[src/rtl/risc_pkg.sv]
// Shared definitions for the VeriRISC core: opcodes, ALU operation codes,
// the controller phase enumeration and small decode helpers.
package risc_pkg;

    // Instruction opcodes (3-bit field of the instruction register)
    localparam logic [2:0] OP_HLT = 3'b000;
    localparam logic [2:0] OP_SKZ = 3'b001;
    localparam logic [2:0] OP_ADD = 3'b010;
    localparam logic [2:0] OP_AND = 3'b011;
    localparam logic [2:0] OP_XOR = 3'b100;
    localparam logic [2:0] OP_LDA = 3'b101;
    localparam logic [2:0] OP_STO = 3'b110;
    localparam logic [2:0] OP_JMP = 3'b111;

    // ALU operation select codes, shared with the alu block
    localparam logic [2:0] ALU_ADD = 3'b000;
    localparam logic [2:0] ALU_SUB = 3'b001;
    localparam logic [2:0] ALU_AND = 3'b010;
    localparam logic [2:0] ALU_OR  = 3'b011;
    localparam logic [2:0] ALU_XOR = 3'b100;

    // The eight phases of one fetch/execute cycle
    typedef enum logic [2:0] {
        PH_INST_ADDR  = 3'd0,
        PH_INST_FETCH = 3'd1,
        PH_INST_LOAD  = 3'd2,
        PH_IDLE       = 3'd3,
        PH_OP_ADDR    = 3'd4,
        PH_OP_FETCH   = 3'd5,
        PH_ALU_OP     = 3'd6,
        PH_STORE      = 3'd7
    } phase_e;

    // Instructions whose result goes through the accumulator load path
    function automatic logic is_alu_instr(input logic [2:0] opcode);
        return (opcode == OP_ADD) || (opcode == OP_AND) ||
               (opcode == OP_XOR) || (opcode == OP_LDA);
    endfunction

    // Opcode to ALU operation; anything that is not a logic/arith op adds
    function automatic logic [2:0] alu_op_of(input logic [2:0] opcode);
        case (opcode)
            OP_AND:  return ALU_AND;
            OP_XOR:  return ALU_XOR;
            default: return ALU_ADD;
        endcase
    endfunction

endpackage

[src/rtl/risc_ctrl_if.sv]
// Control bundle between the sequencing controller and the datapath
// (instruction register, PC, memory, accumulator, ALU).
interface risc_ctrl_if;

    logic [2:0] opcode;   // IR opcode field
    logic       zero;     // ALU zero flag
    logic       sel;      // memory address mux: 1 = PC, 0 = IR operand
    logic       rd;       // memory read enable
    logic       ld_ir;    // instruction register load
    logic       inc_pc;   // PC increment
    logic       ld_pc;    // PC load from IR operand
    logic       ld_ac;    // accumulator load
    logic       acc_src;  // accumulator source: 1 = memory data, 0 = ALU
    logic       wr;       // memory write enable
    logic       data_e;   // accumulator drives the data bus
    logic [2:0] alu_op;   // ALU operation select
    logic       halt;     // processor halted
    logic [2:0] phase;    // current phase, debug visibility

    // Controller side
    modport master (
        input  opcode, zero,
        output sel, rd, ld_ir, inc_pc, ld_pc, ld_ac, acc_src,
               wr, data_e, alu_op, halt, phase
    );

    // Datapath side
    modport slave (
        output opcode, zero,
        input  sel, rd, ld_ir, inc_pc, ld_pc, ld_ac, acc_src,
               wr, data_e, alu_op, halt, phase
    );

endinterface

[src/rtl/risc_ctrl.sv]
// VeriRISC instruction-sequencing controller: an 8-phase counter plus a
// halted flag, with every datapath strobe decoded combinationally from
// the phase, the opcode and the ALU zero flag.
module risc_ctrl
    import risc_pkg::*;
#(
    parameter int WIDTH = 8
) (
    input  logic        clk,
    input  logic        rst,
    risc_ctrl_if.master bus
);

    // The datapath width does not shape any port of this block; it is only
    // sanity-checked so a bad parameterisation is caught at elaboration.
    if (WIDTH < 1) begin : g_width_chk
        $error("risc_ctrl: WIDTH must be at least 1");
    end

    phase_e phase_q, phase_d;
    logic   halted_q, halted_d;

    logic       sel, rd, ld_ir, inc_pc, ld_pc, ld_ac, acc_src, wr, data_e, halt;
    logic [2:0] alu_op;
    logic       alu_instr;

    assign alu_instr = is_alu_instr(bus.opcode);

    // Phase counter and halted flag; reset aborts any instruction in flight
    always_ff @(posedge clk or posedge rst) begin
        // NOTE: non-blocking assignments keep every flop sampling the values
        // from before this edge, regardless of statement order.
        if (rst) begin
            phase_q  <= PH_INST_ADDR;
            halted_q <= 1'b0;
        end else begin
            phase_q  <= phase_d;
            halted_q <= halted_d;
        end
    end

    // Next-phase logic and strobe decode for the current phase
    always_comb begin
        // NOTE: every output gets a default before the case below so no path
        // leaves a signal unassigned, which would otherwise infer a latch.
        phase_d  = phase_q;
        halted_d = halted_q;
        sel      = 1'b0;
        rd       = 1'b0;
        ld_ir    = 1'b0;
        inc_pc   = 1'b0;
        ld_pc    = 1'b0;
        ld_ac    = 1'b0;
        acc_src  = 1'b0;
        wr       = 1'b0;
        data_e   = 1'b0;
        halt     = 1'b0;
        // Driven in every phase so the ALU result settles before ld_ac
        alu_op   = alu_op_of(bus.opcode);

        if (halted_q) begin
            // Frozen in OP_ADDR with every strobe quiet until reset
            halt = 1'b1;
        end else begin
            phase_d = phase_e'(phase_q + 3'd1);
            acc_src = (bus.opcode == OP_LDA);
            case (phase_q)
                PH_INST_ADDR: begin
                    sel = 1'b1;
                end
                PH_INST_FETCH: begin
                    sel = 1'b1;
                    rd  = 1'b1;
                end
                PH_INST_LOAD, PH_IDLE: begin
                    sel   = 1'b1;
                    rd    = 1'b1;
                    ld_ir = 1'b1;
                end
                PH_OP_ADDR: begin
                    if (bus.opcode == OP_HLT) begin
                        // Stop here: no PC step, and stay parked in this phase
                        halted_d = 1'b1;
                        phase_d  = phase_q;
                    end else begin
                        inc_pc = 1'b1;
                    end
                end
                PH_OP_FETCH: begin
                    rd = alu_instr;
                end
                PH_ALU_OP: begin
                    rd     = alu_instr;
                    // The only phase where zero is looked at
                    inc_pc = (bus.opcode == OP_SKZ) && bus.zero;
                    ld_pc  = (bus.opcode == OP_JMP);
                    data_e = (bus.opcode == OP_STO);
                end
                PH_STORE: begin
                    rd     = alu_instr;
                    ld_ac  = alu_instr;
                    ld_pc  = (bus.opcode == OP_JMP);
                    wr     = (bus.opcode == OP_STO);
                    data_e = (bus.opcode == OP_STO);
                end
                default: begin
                    sel = 1'b0;
                end
            endcase
        end
    end

    assign bus.sel     = sel;
    assign bus.rd      = rd;
    assign bus.ld_ir   = ld_ir;
    assign bus.inc_pc  = inc_pc;
    assign bus.ld_pc   = ld_pc;
    assign bus.ld_ac   = ld_ac;
    assign bus.acc_src = acc_src;
    assign bus.wr      = wr;
    assign bus.data_e  = data_e;
    assign bus.alu_op  = alu_op;
    assign bus.halt    = halt;
    assign bus.phase   = phase_q;

endmodule

[src/flat_wrapper.sv]
// flat-port wrapper written by rule: the top's interface ports become plain ports
module risc_ctrl_flat import risc_pkg::*;
#(
    parameter int WIDTH = 8
)
  (clk, rst, bus_opcode, bus_zero, bus_sel, bus_rd, bus_ld_ir, bus_inc_pc, bus_ld_pc, bus_ld_ac, bus_acc_src, bus_wr, bus_data_e, bus_alu_op, bus_halt, bus_phase);
  risc_ctrl_if bus_i ();
  input  logic clk;
  input  logic rst;
  input wire logic [$bits(bus_i.opcode)-1:0] bus_opcode;
  input wire logic [$bits(bus_i.zero)-1:0] bus_zero;
  output wire logic [$bits(bus_i.sel)-1:0] bus_sel;
  output wire logic [$bits(bus_i.rd)-1:0] bus_rd;
  output wire logic [$bits(bus_i.ld_ir)-1:0] bus_ld_ir;
  output wire logic [$bits(bus_i.inc_pc)-1:0] bus_inc_pc;
  output wire logic [$bits(bus_i.ld_pc)-1:0] bus_ld_pc;
  output wire logic [$bits(bus_i.ld_ac)-1:0] bus_ld_ac;
  output wire logic [$bits(bus_i.acc_src)-1:0] bus_acc_src;
  output wire logic [$bits(bus_i.wr)-1:0] bus_wr;
  output wire logic [$bits(bus_i.data_e)-1:0] bus_data_e;
  output wire logic [$bits(bus_i.alu_op)-1:0] bus_alu_op;
  output wire logic [$bits(bus_i.halt)-1:0] bus_halt;
  output wire logic [$bits(bus_i.phase)-1:0] bus_phase;
  assign bus_i.opcode = bus_opcode;
  assign bus_i.zero = bus_zero;
  assign bus_sel = bus_i.sel;
  assign bus_rd = bus_i.rd;
  assign bus_ld_ir = bus_i.ld_ir;
  assign bus_inc_pc = bus_i.inc_pc;
  assign bus_ld_pc = bus_i.ld_pc;
  assign bus_ld_ac = bus_i.ld_ac;
  assign bus_acc_src = bus_i.acc_src;
  assign bus_wr = bus_i.wr;
  assign bus_data_e = bus_i.data_e;
  assign bus_alu_op = bus_i.alu_op;
  assign bus_halt = bus_i.halt;
  assign bus_phase = bus_i.phase;
  risc_ctrl #(.WIDTH(WIDTH)) u_core (.clk(clk), .rst(rst), .bus(bus_i));
endmodule
[config.mk]
export PLATFORM = sky130hd
export DESIGN_NAME = risc_ctrl_flat
export DESIGN_NICKNAME = d
export VERILOG_FILES = /design/src/rtl/risc_pkg.sv /design/src/rtl/risc_ctrl_if.sv /design/src/rtl/risc_ctrl.sv /design/src/flat_wrapper.sv
export SDC_FILE = /design/constraint.sdc
export NUM_CORES = 1
export LEC_CHECK = 0
export BUFFER_PORTS_ARGS = -buffer_cell sky130_fd_sc_hd__buf_2
export CAP_MARGIN = 20
export CORE_AREA = 2 2 39 41
export DETAILED_ROUTE_END_ITERATION = 10
export DIE_AREA = 0 0 41 43
export GPL_TIMING_DRIVEN = 0
export HOLD_SLACK_MARGIN = 0.03
export MAX_ROUTING_LAYER = met4
export PLACE_DENSITY = 0.67
export SLEW_MARGIN = 20
export SYNTH_ARGS = -nofsm -noshare
export SYNTH_HDL_FRONTEND = slang
export SYNTH_SLANG_ARGS = --single-unit
export TNS_END_PERCENT = 30
[constraint.sdc]
create_clock -name clk -period 2.1 [get_ports clk]
set_input_delay 0 -clock clk [delete_from_list [all_inputs] [get_ports clk]]
set_output_delay 0 -clock clk [all_outputs]
set_load 0.03 [all_outputs]
==> results of run 1 <==
sequential cells by signal (all words and copies together), names as in the netlist:
signal and flops:
u_core.bus.phase 3, u_core.halted_q 1
metrics by stage:
| step | power (uW) | util | hold WS, ns |
|---|---|---|---|
| floorplan | 604.2 | - | -0.2339 |
| finish | 840.4 | 0.4096 | 0.1917 |
| global placement | 738.3 | 0.3861 | -0.1182 |
| CTS | 851.6 | 0.4096 | 0.1849 |
| global route | 912.1 | 0.4096 | 0.1912 |
| detailed placement | 747.1 | 0.3861 | -0.1108 |
how the worst max path moves through the flow:
stage / to / start / slack, ns
finish: bus_ld_pc / u_core.bus.phase[0] / 0.55
global route: bus_inc_pc / u_core.bus.phase[0] / 0.41
CTS: u_core.bus.phase[1] / u_core.bus.phase[0] / 0.53
detailed placement: u_core.bus.phase[1] / u_core.bus.phase[0] / 0.55
global placement: u_core.bus.phase[1] / u_core.bus.phase[0] / 0.56
floorplan: bus_ld_pc / u_core.bus.phase[1] / 0.31
where the power goes:
| group | leakage, uW | total [uW] | internal [uW] | switching [uW] |
|---|---|---|---|---|
| clock network | 0.0000138 | 92.2 | 63.7 | 28.5 |
| logic | 0.000241 | 579 | 210 | 370 |
| registers | 0.0000468 | 169 | 120 | 48.5 |
layout make-up:
| type | count | share of cell area |
|---|---|---|
| Multi-Input combinational cell | 35 | 0.4879 |
| Sequential cell | 4 | 0.1766 |
| Timing Repair Buffer | 19 | 0.1766 |
| Buffer | 4 | 0.05077 |
| Clock buffer | 3 | 0.03974 |
| Tap cell | 16 | 0.03532 |
| Inverter | 5 | 0.03311 |
routing by layer:
metal	up-vias	part of all wire	wire length, um
li1	204	-	-
met1	164	0.46	396
met2	16	0.46	395
met3	2	0.069	60
met4	0	0.017	15
met5	-	0	0
synth_stat cells, drive strengths merged:
cell    instances  area share
a21oi           5       0.068
buf             4       0.068
conb            1      0.0088
dfrtp           4        0.24
ha              6        0.18
inv             5       0.044
mux2            1       0.035
nand2           2       0.018
nand3b          1       0.018
nor2            4       0.035
nor3            2       0.024
nor3b           3       0.053
nor4            1       0.015
nor4b           1       0.056
nor4bb          2       0.047
o21a            1       0.018
o21ai           2       0.024
o22ai           1       0.015
xnor2           1       0.021
xor2            1       0.021
critical path, stage by stage, from the launching register on:
cell                      delay (ns)
sky130_fd_sc_hd__dfrtp_1        0.41
sky130_fd_sc_hd__ha_1           0.24
sky130_fd_sc_hd__ha_1           0.22
sky130_fd_sc_hd__a21oi_1        0.19
sky130_fd_sc_hd__nor3b_1        0.07
sky130_fd_sc_hd__buf_2          0.18
kinds of logic (layout without fill, tap and decap cells):
logic type,after synthesis,in the layout,share of synthesized area
compound gates,9,9,0.1239
xor+xnor,2,2,0.04131
mux,1,1,0.03539
buf+inv,9,31,0.1121
other cells,1,1,0.008841
fa+ha+maj,6,6,0.1770
flops,4,4,0.2360
simple gates,16,16,0.2655
layout by cell type, fill, tap and decap left out, types with 2 or more instances in the layout:
cell type and count:
sky130_fd_sc_hd__inv_1 5, sky130_fd_sc_hd__nand2_1 2, sky130_fd_sc_hd__o21ai_0 2, sky130_fd_sc_hd__nor3_1 2, sky130_fd_sc_hd__buf_2 20, sky130_fd_sc_hd__a21oi_1 4
sky130_fd_sc_hd__nor2_1 4, sky130_fd_sc_hd__nor3b_1 3, sky130_fd_sc_hd__clkbuf_4 3, sky130_fd_sc_hd__dfrtp_1 4, sky130_fd_sc_hd__ha_1 6, sky130_fd_sc_hd__nor4bb_1 2
==> impl_results.rst, run 1 <==
.. list-table::
   :header-rows: 1

   * - Metric
     - Value
   * - Storage cell area
     - 100.1 sq um
   * - 1st-iter DRT viols
     - 2
   * - Capture point of the worst reg-to-reg path
     - u_core.bus.phase[1]
   * - Type of element capturing the critical path
     - output port
   * - Antenna viol nets, final
     - 0
   * - Clock skew after layout
     - 0.0007457 ns
   * - Mean number of vias per cell
     - 4.488
   * - Post-Place Worst Slack
     - 0.5531 ns
   * - Hold buffer count at CTS
     - 1
   * - Row cnt
     - 14
   * - Post-Synthesis Mean Instance Area
     - 8.837 sq um
   * - Clock slew at the register clock pins of the worst setup and hold paths
     - 0.03 ns
   * - Worst R2R Setup Slack
     - 0.55 ns
   * - Worst-Skew Late Latency
     - 0.23 ns
   * - Buffer type at the clock tree root
     - sky130_fd_sc_hd__clkbuf_4
   * - Die height
     - 43 um
   * - Total congestion overflow
     - 0
   * - Total non-filler cell area in the finished layout
     - 566.8 sq um
   * - Number of cells traversed by the worst register-to-register path
     - 5
   * - Grt met3 use
     - 0.01571
   * - First-pass GRT wire length
     - 1262 um
   * - Peak Freq
     - 645.8 MHz
   * - Post_cts resized
     - 0
   * - Endpoints failing setup
     - 0
   * - Maximum capacitance violations
     - 0
   * - Number of synthesized register bits
     - 4
   * - Most used routing layer in global routing
     - met2
   * - Type of the tightest min-delay check
     - input pin to async pin
   * - Number of global-route vias before repair
     - 336
   * - Post-CTS Setup Repair Bufs
     - 0
   * - P_leak
     - 0.0003014 uW
   * - Register area share after synthesis
     - 0.2360
   * - Synth warnings
     - 0
   * - Footprint of the multi-input gates
     - 276.5 sq um
   * - Pin count of the biggest net entering global routing
     - 11
   * - Count of boundary I/O pins
     - 22
   * - RSZ-0062 raised after global routing
     - no
   * - # clock sinks
     - 4
   * - Remaining routing DRC violations
     - 0
   * - Maximum buffer depth of the clock tree
     - 2
   * - Routability congestion estimate from global placement
     - 0.6988
   * - Clock tree from TritonCTS
     - built
   * - Ratio of final minimum period to clock period
     - 0.7374
   * - Post-synth design cell area
     - 424.2 sq um
   * - Grt met2 use
     - 0.1531
   * - Total number of H-tree levels
     - 1
   * - Beginning of the worst register-to-register path
     - u_core.bus.phase[0]
   * - Overall global routing resource usage
     - 0.1095
   * - Number of antenna violations at the first check in global routing
     - 0
   * - Router iterations before antenna repair
     - 2
   * - CP Class
     - flop to output port
   * - Met1 usage in global routing
     - 0.1270
   * - Power Density
     - 1483 mW/mm^2
   * - Number of filler instances in the final layout
     - 152
   * - Setup total negative slack
     - 0 ns
   * - Effective utilization at floorplan
     - 0.3065
   * - Die ar.
     - 0.001763 sq mm
   * - Wire length reported by the detailed router
     - 868 um
   * - Proportion of layout cells with a drive suffix above 1
     - 0.4000
   * - Placed Cells
     - 82
   * - Period minus WS final
     - 1.549 ns
   * - Area of the core region
     - 0.001384 sq mm
   * - Net count of the mapped netlist
     - 60
   * - Placed cell areas
     - 534.3 sq um
   * - Buffers on Ports
     - 18
   * - CTS buffer count
     - 3
   * - Final layout net count
     - 84
   * - Final max-slew violation count
     - 0
   * - Status
     - completed
   * - Worst Path Required
     - 2.10 ns
   * - Diode count
     - 0
   * - Number of distinct library cells after synthesis
     - 23
   * - DP HPWL
     - 675.5 um
   * - Kind of launch point of the worst setup path
     - flop
   * - DIE WIDTH
     - 41 um
   * - Crit-path max FO
     - 5
   * - Min setup slack post-route
     - 0.5515 ns
   * - Mean routed wirelength per cell
     - 10.09 um
   * - Final instance count without filler cells
     - 86
   * - Post-synthesis instance total
     - 48
   * - IR Drop Worst-Case VDD
     - 0.6228 mV
   * - Worst endpoint data arrival time
     - 1.55 ns
   * - Area growth from synthesis to final layout
     - 33.63%
   * - Via count
     - 386
   * - Count of final hold-check violations
     - 0
Note: power is estimated with default switching activity, not from simulation.
==> inputs of run 2 (changes only) <==
==> constraint.sdc (replaced) <==
create_clock -name clk -period 1.5 [get_ports clk]
set_input_delay 0 -clock clk [delete_from_list [all_inputs] [get_ports clk]]
set_output_delay 0 -clock clk [all_outputs]
set_load 0.03 [all_outputs]
==> run 2 against run 1 <==
Compared with the run above: clock skew is 0.00099 ns higher; hold slack worse by 0.0060 ns; clock-buffer cell count unchanged; setup slack lost 0.49 ns; combinational power up 78%; largest cell class unchanged; highest routed layer is now met3.
==> impl_results.rst, run 2 (synthesis gave the netlist of run 1 again) <==
.. list-table::
   :header-rows: 1

   * - Metric
     - Value
   * - Antenna viol nets, final
     - 0 (unchanged)
   * - Count of final hold-check violations
     - 0 (unchanged)
   * - CTS buffer count
     - 3 (unchanged)
   * - Crit path buf inv count
     - 1 (unchanged)
   * - Number of cells traversed by the worst register-to-register path
     - 5 (unchanged)
   * - Worst R2R Setup Slack
     - 0.06 ns (-0.49 ns)
   * - Worst endpoint data arrival time
     - 1.55 ns (about the same)
   * - Peak Freq
     - 692.9 MHz
   * - Clock skew after layout
     - 0.001737 ns (+0.0009918 ns)
   * - Die ar.
     - 0.001763 sq mm (unchanged)
   * - # clock sinks
     - 4 (unchanged)
   * - Mean number of vias per cell
     - 4.522 (+0.75%)
   * - Status
     - completed
   * - Worst-Skew Late Latency
     - 0.23 ns (about the same)
   * - Crit-path max FO
     - 4 (-1)
   * - Count of boundary I/O pins
     - 22 (unchanged)
   * - Most frequent standard cell in the layout excluding fill and tap cells
     - sky130_fd_sc_hd__buf_2
   * - DP HPWL
     - 666.1 um (-1.4%)
   * - Total congestion overflow
     - 0 (unchanged)
   * - Area growth from synthesis to final layout
     - 59.59%
   * - Clock tree from TritonCTS
     - built
   * - Number of antenna violations at the first check in global routing
     - 0 (unchanged)
   * - RSZ-0062 raised after global routing
     - yes
   * - Placed cell areas
     - 544.3 sq um (+1.9%)
   * - Overall global routing resource usage
     - 0.1259 (+0.01640)
   * - DIE WIDTH
     - 41 um (unchanged)
   * - Top library cells by usage in the layout, fill and taps aside
     - sky130_fd_sc_hd__buf_2 (15), sky130_fd_sc_hd__buf_4 (10), sky130_fd_sc_hd__nor2_1 (4)
   * - Routability congestion estimate from global placement
     - 0.7115 (+1.8%)
   * - CP Class
     - flop to flop
   * - Beginning of the worst register-to-register path
     - u_core.bus.phase[1]
   * - Final layout net count
     - 88 (+4.8%)
   * - Post-Place Worst Slack
     - -0.02743 ns (-0.5805 ns)
   * - Kind of launch point of the worst setup path
     - flop
   * - Area of the core region
     - 0.001384 sq mm (unchanged)
   * - Buffers on Ports
     - 18 (unchanged)
   * - P_leak
     - 0.0003223 uW (+6.9%)
   * - Endpoints failing setup
     - 0 (unchanged)
   * - Router iterations before antenna repair
     - 2 (unchanged)
   * - Placed Cells
     - 82 (unchanged)
   * - Worst path slowest cell
     - sky130_fd_sc_hd__dfrtp_1
   * - Row cnt
     - 14 (unchanged)
   * - Total number of H-tree levels
     - 1 (unchanged)
   * - Die height
     - 43 um (unchanged)
   * - 1st-iter DRT viols
     - 1 (-1)
   * - Family with the most delay on the worst path
     - flip-flops
   * - Maximum capacitance violations
     - 0 (unchanged)
   * - Diode count
     - 0 (unchanged)
   * - Maximum buffer depth of the clock tree
     - 2 (unchanged)
   * - First-pass GRT wire length
     - 1476 um (+17%)
   * - Proportion of layout cells with a drive suffix above 1
     - 0.6081 (+0.2081)
   * - Buffer type at the clock tree root
     - sky130_fd_sc_hd__clkbuf_4
   * - Power Density
     - 2067 mW/mm^2 (+39%)
   * - Type of the tightest min-delay check
     - input pin to async pin
   * - Number of global-route vias before repair
     - 382 (+14%)
   * - IR Drop Worst-Case VDD
     - 1.104 mV (+77%)
   * - Mean routed wirelength per cell
     - 10.63 um (+5.4%)
   * - Total non-filler cell area in the finished layout
     - 676.9 sq um (+19%)
   * - Min setup slack post-route
     - 0.05684 ns (-0.4946 ns)
   * - Delay of the slowest cell on the worst path
     - 0.42 ns (about the same)
   * - Type of element capturing the critical path
     - flop
   * - Wire length reported by the detailed router
     - 957 um (+10%)
   * - Remaining routing DRC violations
     - 0 (unchanged)
   * - Period minus WS final
     - 1.443 ns
   * - Setup total negative slack
     - 0 ns (unchanged)
   * - Pin count of the biggest net entering global routing
     - 11 (unchanged)
   * - Timing startpoint of the critical path
     - u_core.bus.phase[1]
   * - Effective utilization at floorplan
     - 0.3065 (unchanged)
   * - Clock slew at the register clock pins of the worst setup and hold paths
     - 0.03 ns (about the same)
   * - Via count
     - 407 (+5.4%)
   * - Worst Path Required
     - 1.61 ns (-0.49 ns)
   * - Cell-by-cell trace of the critical path
     - inv_2, ha_4, nor4b_4, a21oi_2, mux2_4
   * - Capture point of the worst reg-to-reg path
     - u_core.bus.phase[1]
   * - Final instance count without filler cells
     - 90 (+4.7%)
   * - Final max-slew violation count
     - 0 (unchanged)
   * - Largest register FFs
     - 3 (unchanged)
   * - Ratio of final minimum period to clock period
     - 0.9621
run 2: repair_timing:
action                                  in CTS  in global routing
endpoints found under the setup margin       5                  8
hold endpoints to repair                     4                  0
buffers inserted                             1                  3
gates resized for setup                      5                 16
hold buffers                                 1                  0
pin swaps                                    1                  5
run 2: final cells by class:
class                           instances  area [sq um]
Buffer                                  4         28.78
Clock buffer                            3         22.52
Fill cell                             137         706.9
Inverter                                5         18.77
Multi-Input combinational cell         35         342.8
Sequential cell                         4         101.3
Tap cell                               16         20.02
Timing Repair Buffer                   23         142.6
run 2: power breakdown:
group / leakage [uW] / internal, uW / total (uW) / switching (uW)
clock network: 0.0000138 / 89.0 / 127 / 37.6
logic: 0.000263 / 435 / 1030 / 590
registers: 0.0000457 / 171 / 248 / 76.4
total: 0.000322 / 695 / 1400 / 704
run 2: how the worst max path moves through the flow:
| stage | to | slack (ns) | depth (start not counted) |
|---|---|---|---|
| after floorplan | bus_data_e | -0.21 | 4 |
| after global placement | u_core.bus.phase[1] | -0.04 | 5 |
| after detailed placement | u_core.bus.phase[1] | -0.03 | 5 |
| after CTS | bus_ld_pc | 0.002 | 5 |
| after global routing | bus_rd | -0.05 | 5 |
| final | u_core.bus.phase[1] | 0.06 | 5 |
run 2: worst reg2reg max path: stages (launching register included):
cell	delay [ns]
sky130_fd_sc_hd__dfrtp_1	0.42
sky130_fd_sc_hd__inv_2	0.11
sky130_fd_sc_hd__ha_4	0.14
sky130_fd_sc_hd__nor4b_4	0.23
sky130_fd_sc_hd__a21oi_2	0.13
sky130_fd_sc_hd__mux2_4	0.30
run 2: per-stage QoR:
| step | hold WS (ns) | util | total power [uW] |
|---|---|---|---|
| finish | 0.1857 | 0.4892 | 1399 |
| global placement | -0.1197 | 0.3933 | 1046 |
| global route | 0.2098 | 0.4892 | 1523 |
| floorplan | -0.2339 | - | 851.8 |
| CTS | 0.1809 | 0.4304 | 1244 |
| detailed placement | -0.1168 | 0.3933 | 1049 |
run 2: per-layer routing:
metal,up-vias,wire length (um),share of wire,track usage
met2,12,499,0.52,0.1844
met4,0,0,0,0.08000
met5,-,0,0,-
li1,213,-,-,-
met1,182,410,0.43,0.1558
met3,0,47,0.049,0.01571
==> inputs of run 3 (changes only) <==
--- a/config.mk
+++ b/config.mk
@@ -5,6 +5,7 @@
 export SDC_FILE = /design/constraint.sdc
 export NUM_CORES = 1
 export LEC_CHECK = 0
+export ABC_AREA = 1
 export BUFFER_PORTS_ARGS = -buffer_cell sky130_fd_sc_hd__buf_2
 export CAP_MARGIN = 20
 export CORE_AREA = 2 2 39 41
@@ -13,7 +14,7 @@
 export GPL_TIMING_DRIVEN = 0
 export HOLD_SLACK_MARGIN = 0.03
 export MAX_ROUTING_LAYER = met4
-export PLACE_DENSITY = 0.67
+export PLACE_DENSITY = 0.7
 export SLEW_MARGIN = 20
 export SYNTH_ARGS = -nofsm -noshare
 export SYNTH_HDL_FRONTEND = slang
==> run 3 against run 2 <==
Compared with the run above: clock power is essentially flat; synthesized area grew 11%; flip-flop and latch count unchanged; largest cell class unchanged; sequential power shrank 56%; core utilization up 0.27 points; largest power group is now clock; critical path type is now flop to output port.
==> impl_results.rst, run 3 <==
.. list-table::
   :header-rows: 1

   * - Metric
     - Value
   * - Clock tree from TritonCTS
     - built
   * - Placed Cells
     - 103 (+26%)
   * - Beginning of the worst register-to-register path
     - u_core.bus.phase[1]
   * - Post-Place Worst Slack
     - 0.1683 ns (+0.1958 ns)
   * - Wire length reported by the detailed router
     - 1010 um (+5.5%)
   * - Hold Path End
     - u_core.halted_q
   * - Power Density
     - 416.3 mW/mm^2 (-80%)
   * - Die height
     - 43 um (unchanged)
   * - Tightest hold margin
     - 0.1568 ns (-0.02884 ns)
   * - Storage cell area
     - 100.1 sq um (-1.2%)
   * - Endpoints failing setup
     - 0 (unchanged)
   * - Area of the core region
     - 0.001384 sq mm (unchanged)
   * - Library cell occupying the most area in the post-synthesis netlist
     - sky130_fd_sc_hd__dfrtp_1
   * - Post-synthesis instance total
     - 67 (+40%)
   * - Delay of the slowest cell on the worst path
     - 0.41 ns (about the same)
   * - Number of distinct library cells after synthesis
     - 20 (-13%)
   * - Post-Synthesis Mean Instance Area
     - 7.003 sq um (-21%)
   * - Number of filler instances in the final layout
     - 145 (+5.8%)
   * - Antenna viol nets, final
     - 0 (unchanged)
   * - Mean number of vias per cell
     - 4.486 (-0.79%)
   * - Period minus WS final
     - 1.481 ns (+0.03823 ns)
   * - Count of flip-flops with a built-in enable after synthesis
     - 0 (unchanged)
   * - Share of synthesized flip-flops with an asynchronous set or reset
     - 1.000 (unchanged)
   * - Remaining routing DRC violations
     - 0 (unchanged)
   * - Number of cells traversed by the worst register-to-register path
     - 7 (+2)
   * - Worst Path Required
     - 1.50 ns (-0.11 ns)
   * - Crit-path max FO
     - 3 (-1)
   * - DIE WIDTH
     - 41 um (unchanged)
   * - # clock sinks
     - 4 (unchanged)
   * - Total congestion overflow
     - 0 (unchanged)
   * - Footprint of the multi-input gates
     - 321.6 sq um (-6.2%)
   * - Most frequent standard cell in the layout excluding fill and tap cells
     - sky130_fd_sc_hd__buf_2
   * - Overall global routing resource usage
     - 0.1479 (+0.02198)
   * - IR Drop Worst-Case VDD
     - 0.3221 mV (-71%)
   * - Cell-by-cell trace of the critical path
     - ha_2, ha_1, a21o_1, nor2_2, a21oi_2, buf_6
   * - Ratio of final minimum period to clock period
     - 0.9876 (+0.02549)
   * - CP Class
     - flop to output port
   * - Clock slew at the register clock pins of the worst setup and hold paths
     - 0.03 ns (about the same)
   * - Number of global-route vias before repair
     - 476 (+25%)
   * - Type of element capturing the critical path
     - output port
   * - Router iterations before antenna repair
     - 4 (+2)
   * - P_leak
     - 0.0003899 uW (+21%)
   * - Count of final hold-check violations
     - 0 (unchanged)
   * - Kind of launch point of the worst setup path
     - flop
   * - Worst endpoint data arrival time
     - 1.48 ns (-0.07 ns)
   * - Area fraction of the dominant cell type after synthesis
     - 0.2133 (-0.02265)
   * - Final instance count without filler cells
     - 111 (+23%)
   * - Pin count of the biggest net entering global routing
     - 9 (-2)
   * - Most frequent cells after synthesis
     - sky130_fd_sc_hd__nand2_1 (10), sky130_fd_sc_hd__nor2_1 (10), sky130_fd_sc_hd__inv_1 (9), sky130_fd_sc_hd__nand3_1 (9), sky130_fd_sc_hd__ha_1 (6)
   * - Maximum capacitance violations
     - 0 (unchanged)
   * - Hold_sp
     - bus_opcode[0]
   * - Via count
     - 498 (+22%)
   * - Number of synthesized register bits
     - 4 (unchanged)
   * - Die ar.
     - 0.001763 sq mm (unchanged)
   * - Count of boundary I/O pins
     - 22 (unchanged)
   * - Final layout net count
     - 109 (+24%)
   * - Clock skew after layout
     - 0.003668 ns (+0.001931 ns)
   * - Largest register FFs
     - 3 (unchanged)
   * - Number of antenna violations at the first check in global routing
     - 0 (unchanged)
   * - RSZ-0062 raised after global routing
     - yes
   * - Peak Freq
     - 675.0 MHz (-2.6%)
   * - Row cnt
     - 14 (unchanged)
   * - Mean routed wirelength per cell
     - 9.099 um (-14%)
   * - Diode count
     - 0 (unchanged)
   * - Area growth from synthesis to final layout
     - 45.07%
   * - Worst path slowest cell
     - sky130_fd_sc_hd__dfrtp_1
   * - Top library cells by usage in the layout, fill and taps aside
     - sky130_fd_sc_hd__buf_2 (18), sky130_fd_sc_hd__nand2_1 (10), sky130_fd_sc_hd__nand3_1 (9), sky130_fd_sc_hd__inv_1 (8), sky130_fd_sc_hd__nor2_1 (8)
   * - Buffers on Ports
     - 20 (+2)
   * - Register area share after synthesis
     - 0.2133 (-0.02265)
   * - Effective utilization at floorplan
     - 0.3391 (+0.03255)
   * - Synth warnings
     - 0 (unchanged)
   * - Total number of H-tree levels
     - 1 (unchanged)
   * - DP HPWL
     - 802.5 um (+20%)
   * - Number of stages on the worst hold path
     - 4
   * - Post-synth top flop
     - sky130_fd_sc_hd__dfrtp_1
   * - Post-synth design cell area
     - 469.2 sq um (+11%)
   * - First-pass GRT wire length
     - 1752 um (+19%)
   * - 1st-iter DRT viols
     - 3 (+2)
   * - Top post-synthesis cells by area
     - sky130_fd_sc_hd__dfrtp_1 (21%), sky130_fd_sc_hd__ha_1 (16%), sky130_fd_sc_hd__nand3_1 (9.6%)
   * - Worst R2R Setup Slack
     - 0.28 ns (+0.22 ns)
   * - Worst-Skew Late Latency
     - 0.23 ns (about the same)
   * - Maximum buffer depth of the clock tree
     - 2 (unchanged)
   * - CTS buffer count
     - 3 (unchanged)
   * - Proportion of layout cells with a drive suffix above 1
     - 0.5053 (-0.1028)
   * - Type of the tightest min-delay check
     - input pin to flop
   * - Status
     - completed
   * - Capture point of the worst reg-to-reg path
     - u_core.bus.phase[2]
   * - Total power draw
     - 283.4 uW (-80%)
   * - Min setup slack post-route
     - 0.01861 ns (-0.03823 ns)
   * - Buffer type at the clock tree root
     - sky130_fd_sc_hd__clkbuf_4
   * - Routability congestion estimate from global placement
     - 0.7103 (-0.17%)
   * - Net count of the mapped netlist
     - 79 (+32%)
   * - Final max-slew violation count
     - 0 (unchanged)
## run 3: final cells by class
type / instances / share of cell area
Inverter: 13 / 0.07169
Tap cell: 16 / 0.02941
Buffer: 2 / 0.02757
Multi-Input combinational cell: 48 / 0.4724
Timing Repair Buffer: 25 / 0.2188
Clock buffer: 3 / 0.03309
Sequential cell: 4 / 0.1471
## run 3: repair_timing
action                                  CTS  global route
endpoints found under the hold margin     4             0
endpoints found under the setup margin    4             4
hold buffers                              1             0
gates resized for setup                   4             6
setup buffers                             4             0
pin swaps                                 2             2
## run 3: how the worst max path moves through the flow
stage | startpoint | to | slack [ns]
2_1_floorplan | u_core.bus.phase[1] | bus_data_e | 0.02
3_3_place_gp | u_core.bus.phase[0] | bus_rd | 0.17
3_5_place_dp | u_core.bus.phase[0] | bus_rd | 0.17
4_1_cts | u_core.bus.phase[0] | bus_rd | 0.005
5_1_grt | u_core.bus.phase[1] | bus_rd | -0.07
6_report | u_core.bus.phase[0] | bus_rd | 0.02
## run 3: layer usage
layer	global-route usage	up-vias	wire length [um]
met1	0.1634	224	356
met5	-	-	0
met2	0.2344	8	607
met3	0.03141	0	47
li1	-	266	-
met4	0.08000	0	0
## run 3: power by group
group	internal, uW	switching, uW	total [uW]	leakage [uW]
clock network	89.3	40.4	130	0.0000138
registers	109	0	109	0.0000507
logic	15.8	29.4	45.1	0.000325
## run 3: kinds of logic (layout without fill, tap and decap cells)
| group | Yosys count | count (layout) | share of synthesized area |
|---|---|---|---|
| compound gates | 5 | 5 | 0.07466 |
| fa+ha+maj | 6 | 6 | 0.1600 |
| simple gates | 36 | 36 | 0.4080 |
| other cells | 1 | 1 | 0.007992 |
| buf+inv | 15 | 43 | 0.1360 |
| flops | 4 | 4 | 0.2133 |
## run 3: worst max-delay path, delay by kind of cell, from the launching register on
family	cells	cell delay, ns
compound gates	2	0.23
fa+ha+maj	2	0.38
buf+inv	1	0.14
flops	1	0.41
simple gates	1	0.09
## run 3: stage by stage
| stage | utilization | TNS (ns) | area (sq um) |
|---|---|---|---|
| after floorplan | - | 0 | 473.0 |
| after global placement | 0.4286 | 0 | 593.1 |
| after detailed placement | 0.4286 | 0 | 593.1 |
| after CTS | 0.4828 | 0 | 668.1 |
| after global routing | 0.4919 | -0.1886 | 680.7 |
| final | 0.4919 | 0 | 680.7 |
